**src/rtl/grid_framebuffer.sv**
```systemverilog
`default_nettype none
// ============================================================================
// Module      : grid_framebuffer
// Description : Character-cell framebuffer with a write port, a registered
//               scan-out read port and a full-grid fill sweep (also run after
//               reset). Optional macro GRID_FB_XOR_WRITE_EN adds XOR writes.
// Revision    : 1.0 - initial release
// ============================================================================
module grid_framebuffer #(
    parameter int GRID_ROWS = 30,
    parameter int GRID_COLS = 40,
    parameter int CELL_BITS = 2,
    localparam int RW = (GRID_ROWS > 1) ? $clog2(GRID_ROWS) : 1,
    localparam int CW = (GRID_COLS > 1) ? $clog2(GRID_COLS) : 1
) (
    input  logic                 clk,
    input  logic                 reset_n,
    input  logic                 wr_valid,
    output logic                 wr_ready,
    input  logic [RW-1:0]        wr_row,
    input  logic [CW-1:0]        wr_col,
    input  logic [CELL_BITS-1:0] wr_data,
`ifdef GRID_FB_XOR_WRITE_EN
    input  logic                 wr_xor,
`endif
    input  logic                 clr_req,
    input  logic [CELL_BITS-1:0] clr_value,
    output logic                 busy,
    output logic                 clr_done,
    output logic                 err_oob,
    input  logic [RW-1:0]        rd_row,
    input  logic [CW-1:0]        rd_col,
    output logic [CELL_BITS-1:0] rd_data
);

    localparam int                c_cells  = GRID_ROWS * GRID_COLS;
    localparam int                c_aw     = (c_cells > 1) ? $clog2(c_cells) : 1;
    localparam logic [c_aw-1:0]   c_last   = c_aw'(c_cells - 1);
    localparam logic [c_aw-1:0]   c_cols_a = c_aw'(GRID_COLS);
    localparam logic [RW:0]       c_rows   = (RW + 1)'(GRID_ROWS);
    localparam logic [CW:0]       c_cols   = (CW + 1)'(GRID_COLS);

    typedef enum logic [0:0] {
        S_IDLE = 1'b0,
        S_FILL = 1'b1
    } state_t;

    state_t                 r_state;
    state_t                 w_state_nxt;
    logic [c_aw-1:0]        r_cnt;
    logic [CELL_BITS-1:0]   r_fill;
    logic [CELL_BITS-1:0]   r_mem [c_cells];
    logic [CELL_BITS-1:0]   r_rd_data;
    logic                   r_clr_done;
    logic                   r_err_oob;

    logic                   w_last;
    logic                   w_wr_fire;
    logic                   w_wr_in_range;
    logic                   w_wr_we;
    logic                   w_fill_we;
    logic [c_aw-1:0]        w_wr_addr;
    logic [CELL_BITS-1:0]   w_wr_value;
    logic                   w_rd_in_range;
    logic [c_aw-1:0]        w_rd_addr;

    assign wr_ready = (r_state == S_IDLE);
    assign busy     = (r_state == S_FILL);
    assign clr_done = r_clr_done;
    assign err_oob  = r_err_oob;
    assign rd_data  = r_rd_data;

    assign w_last        = (r_cnt == c_last);
    assign w_wr_fire     = wr_valid && wr_ready;
    assign w_wr_in_range = ({1'b0, wr_row} < c_rows) && ({1'b0, wr_col} < c_cols);
    assign w_wr_addr     = c_aw'(wr_row) * c_cols_a + c_aw'(wr_col);
    assign w_rd_in_range = ({1'b0, rd_row} < c_rows) && ({1'b0, rd_col} < c_cols);
    assign w_rd_addr     = c_aw'(rd_row) * c_cols_a + c_aw'(rd_col);

    // Storage is never written while reset is held, so a sweep or write in
    // flight when reset arrives is simply abandoned.
    assign w_fill_we = busy && reset_n;
    assign w_wr_we   = w_wr_fire && w_wr_in_range && reset_n;

`ifdef GRID_FB_XOR_WRITE_EN
    assign w_wr_value = wr_xor ? (r_mem[w_wr_addr] ^ wr_data) : wr_data;
`else
    assign w_wr_value = wr_data;
`endif

    always_ff @(posedge clk or negedge reset_n) begin
        if (!reset_n) begin
            r_state <= S_FILL;
        end else begin
            r_state <= w_state_nxt;
        end
    end

    always_comb begin
        w_state_nxt = r_state;
        case (r_state)
            S_IDLE:  if (clr_req) w_state_nxt = S_FILL;
            S_FILL:  if (w_last)  w_state_nxt = S_IDLE;
            default: w_state_nxt = S_FILL;
        endcase
    end

    // Fill colour is captured only on entry; clr_req during a sweep is ignored.
    always_ff @(posedge clk or negedge reset_n) begin
        if (!reset_n) begin
            r_cnt  <= '0;
            r_fill <= '0;
        end else if (r_state == S_IDLE) begin
            r_cnt <= '0;
            if (clr_req) r_fill <= clr_value;
        end else begin
            r_cnt <= w_last ? '0 : r_cnt + c_aw'(1);
        end
    end

    always_ff @(posedge clk or negedge reset_n) begin
        if (!reset_n) begin
            r_clr_done <= 1'b0;
            r_err_oob  <= 1'b0;
        end else begin
            r_clr_done <= (r_state == S_FILL) && w_last;
            r_err_oob  <= w_wr_fire && !w_wr_in_range;
        end
    end

    always_ff @(posedge clk) begin
        if (w_fill_we) begin
            r_mem[r_cnt] <= r_fill;
        end else if (w_wr_we) begin
            r_mem[w_wr_addr] <= w_wr_value;
        end
    end

    always_ff @(posedge clk or negedge reset_n) begin
        if (!reset_n) begin
            r_rd_data <= '0;
        end else if (busy || !w_rd_in_range) begin
            r_rd_data <= '0;
        end else begin
            r_rd_data <= r_mem[w_rd_addr];
        end
    end

endmodule
`default_nettype wire

```
**config.mk**
```make
export PLATFORM = sky130hd
export DESIGN_NAME = grid_framebuffer
export DESIGN_NICKNAME = d
export VERILOG_FILES = /design/src/rtl/grid_framebuffer.sv
export SDC_FILE = /design/constraint.sdc
export NUM_CORES = 2
export LEC_CHECK = 0
export ABC_AREA = 1
export CAP_MARGIN = 20
export CORE_MARGIN = 2
export CORE_UTILIZATION = 25
export CTS_BUF_LIST = sky130_fd_sc_hd__clkbuf_8
export CTS_CLUSTER_SIZE = 30
export DETAILED_ROUTE_END_ITERATION = 10
export GPL_TIMING_DRIVEN = 1
export PLACE_DENSITY = 0.48
export SYNTH_ARGS = -nofsm -noshare
export SYNTH_HDL_FRONTEND = slang
export SYNTH_SLANG_ARGS = --single-unit
```
**constraint.sdc**
```tcl
create_clock -name clk -period 25 [get_ports clk]
set_input_delay 5 -clock clk [delete_from_list [all_inputs] [get_ports clk]]
set_output_delay 5 -clock clk [all_outputs]
set_load 0.02 [all_outputs]
```
==> results.md <==
- Outcome: completed
- Initial drt markers: around 6400
- Warnings from Yosys: 0
- Syn Area/Cell: about 11 um^2
- Tmin final: a little over 10 ns
- Clock Power Share: 0.397
- Post-DP HPWL: roughly 170 mm
- Pwr/cell area: 71.1 mW/mm^2
- Final period util: 0.409
- Met3 Use GR: 0.0192
- FF-to-FF Start: busy
- GPL Wtd Cong: 0.777
- Io pins: 36
- Fin util: 0.284
- Synth area leaders: edfxtp_1 (70%), nand3_1 (10%), nand2_1 (9.2%)
- GR Layer Usage met1: 0.199
- CP Launch Point: wr_col[4]
- Max incr delay on CP: 0.85 ns
- Setup TNS: 0 ns
- CTS Buf Count: about 430
- DR pass1 iterations: 8
- Die Height: 645 um
- Most common cell on crit path: buf_4
- Count leader, synth: nand2_1
- Largest net degree at the start of global routing: ~200
- Syn_nets: between 9000 and 10000
- Initial Util: 0.251
- Gr usage total: 0.154
- Final Hold Viols: 0
- Net Sw Frac: 0.254
- Min-delay worst type: reg -> reg
- Layout area overhead: 13.2%
- Tot Pwr: 0.00827 W
- Fin cells: 15200
- Startpoint Class: primary input
- CTS tree: built
- Synth Flop Type: edfxtp_1
- Synthesized instance count: 9532
- CP Buf/Inv Count: 7
- Comb pwr share: 0.072
- Setup CP Type: in -> reg
- CTS H-tree lvls: 5
- Crit. End Element: flop
- Max stage delay cell, worst path: buf_4
- Required @ worst endpoint: 25.67 ns
- Placed cell count: between 10000 and 15000
- I/O Buffers: 35
- Final setup fails: 0
- Post-CTS Hold Buffers: 0
- DR vias/cell: approximately 4.7
- First-pass GRT wire length: about 480 mm
- Post-synth EDFFs: between 2000 and 2500
- Worst path top cell family by delay: buffers and inverters
- Leak: approximately 38 nW
- Register area share after synthesis: 0.706
- Max-slew violations: 0
- Top-area cell type share of the netlist area: 0.702
- Met2 GRT Util: 0.267
- Row count: roughly 240
- Asr flop ratio synth: 0.00744
- GR Overflow Total: 0
- Critical R2R Capture: r_mem[183][0]
- Cell Chain, Critical Path: clkdlybuf4s50_1, o21ai_1, inv_1, a41oi_2, nand4_1, inv_1, nand2_1, nand2_4, buf_4, buf_4, buf_4, buf_4
- Fmax: between 90 and 100 MHz
- Worst slew pin tran: 1.15 ns
- Worst-skew pair later-pin latency: 1.04 ns
- Routed length per instance: about 22 um
- Synth unique cells: 38
- R2R Setup Slk: around 19 ns
- Area leader, netlist: edfxtp_1
- Psw: about 0.0021 W
- CTS root buf: clkbuf_8
- Int Power: 0.00617 W
- #FFs+latches synth: 2418
- Setup crit end: r_mem[183][0]
- CP max FO: 90
- Arrival time of the worst setup path: 10.89 ns
- Critical path depth: 12
- GR peak layer: met2
- Maxcap violations: 0
- Hold path depth: 1
- Worst vdd ir: ~0.039 mV
- Die Span X: 645 um
- Initial antenna violation count: 10
- Max Root-Sink Buffers: 4
- Commonest cells in the netlist: nand2_1 (2508), edfxtp_1 (2400), nand3_1 (2047), nor2_1 (1395), clkbuf_1 (573)
- NumNets Final: roughly 9500
- Unrepaired setup endpoints after global routing: false
- Routed Wire Length: 330 mm
- Vias in the first global route: roughly 73000
- R2R cell count: 9
- DIE AREA: about 0.42 mm^2
- Setup Buffers After CTS: 0
- Sequential share of power: 0.531
- Cell Area, Synth: between 0.1 and 0.15 mm^2
- Post-CTS Resized: 0
- Clock Pin Slew Worst Setup and Hold Paths: 0.06 ns
- Post-DRT Antenna Nets: 0
- CORE AREA: roughly 0.41 mm^2
- Slew HR: 0.232
- Vias: about 72000
- DRC Markers: 0
- Clock sink count: roughly 2400
- Share of post-route cells with drive strength above 1: 0.0754
- Final Skew: 0.0689 ns
cell usage in the layout, fill, tap and decap left out, types with 18 or more instances in the layout:
cell,instances
nand2_4,34
clkinv_1,140
buf_4,159
edfxtp_1,2400
ha_1,18
nand3_1,2045
a21oi_1,44
o21ai_0,173
clkbuf_8,432
clkinv_2,42
o22ai_1,40
inv_1,178
nand2_1,2473
clkdlybuf4s50_1,32
nor2_1,1394
worst min-delay path by stage:
stage          startpoint       end  slack [ns]
2_1_floorplan    r_cnt[0]  r_cnt[0]        0.43
3_3_place_gp     r_cnt[0]  r_cnt[0]        0.46
3_5_place_dp     r_cnt[0]  r_cnt[0]        0.46
4_1_cts          r_cnt[0]  r_cnt[0]        0.47
5_1_grt          r_cnt[0]  r_cnt[0]        0.48
6_report         r_cnt[0]  r_cnt[0]        0.46
final cells by class:
| type | instances | area, um^2 |
|---|---|---|
| diodes | 4 | 10.0 |
| clock buffers | 432 | 5950 |
| clock inverters | 330 | 1480 |
| fillers | 43100 | 293000 |
| inverters | 63 | 273 |
| multi-input cells | 6299 | 27400 |
| flip-flops and latches | 2418 | 72500 |
| well taps | 5451 | 6820 |
| repair buffers | 206 | 1800 |
worst reg2reg max path: stages, from the launching register on:
cell and delay, ns:
dfstp_2 0.39, inv_2 0.15, nand4_1 0.76, inv_1 0.36, nand2_1 0.14, nand2_4 0.58
buf_4 0.77, buf_4 0.73, buf_4 0.75, buf_4 0.89
kinds of logic after synthesis:
family | after synthesis | share of synthesized area
AO/OA/AOI/OAI | 292 | 0.0157
adder cells (fa/ha/maj) | 23 | 0.00309
XOR/XNOR | 11 | 0.000938
buffers and inverters | 815 | 0.0304
AND/OR/NAND/NOR | 5971 | 0.244
flip-flops | 2418 | 0.706
multiplexers | 2 | 0.000219
state kept, by name, summed over array words and instances (netlist names):
signal / count
r_mem: 2400
r_cnt: 11
r_fill: 2
rd_data: 2
busy: 1
clr_done: 1
err_oob: 1
metal layers:
metal  up-vias  routed length, um
met1     36200             142000
met2      2153             160000
met3       564              18000
met4         0              10700
li1      33000                  -
met5         -                  0
per-stage QoR:
step           area, um^2  hold slack [ns]  setup slack (ns)
2_1_floorplan      103000            0.432              2.02
3_3_place_gp       109000            0.462             13.71
3_5_place_dp       109000            0.463             13.71
4_1_cts            116000            0.471             14.79
5_1_grt            116000            0.485             14.40
6_report           116000            0.461             14.78
power by group through the flow:
| stage | registers, W | logic (W) | clock network, W |
|---|---|---|---|
| floorplan | 0.00447 | 0.000345 | 0 |
| global placement | 0.00447 | 0.000594 | 0 |
| detailed placement | 0.00447 | 0.000592 | 0 |
| CTS | 0.00439 | 0.000594 | 0.00335 |
| global route | 0.00439 | 0.000644 | 0.00352 |
| finish | 0.00439 | 0.000594 | 0.00328 |
No activity file was read; power rests on OpenSTA's default activity.
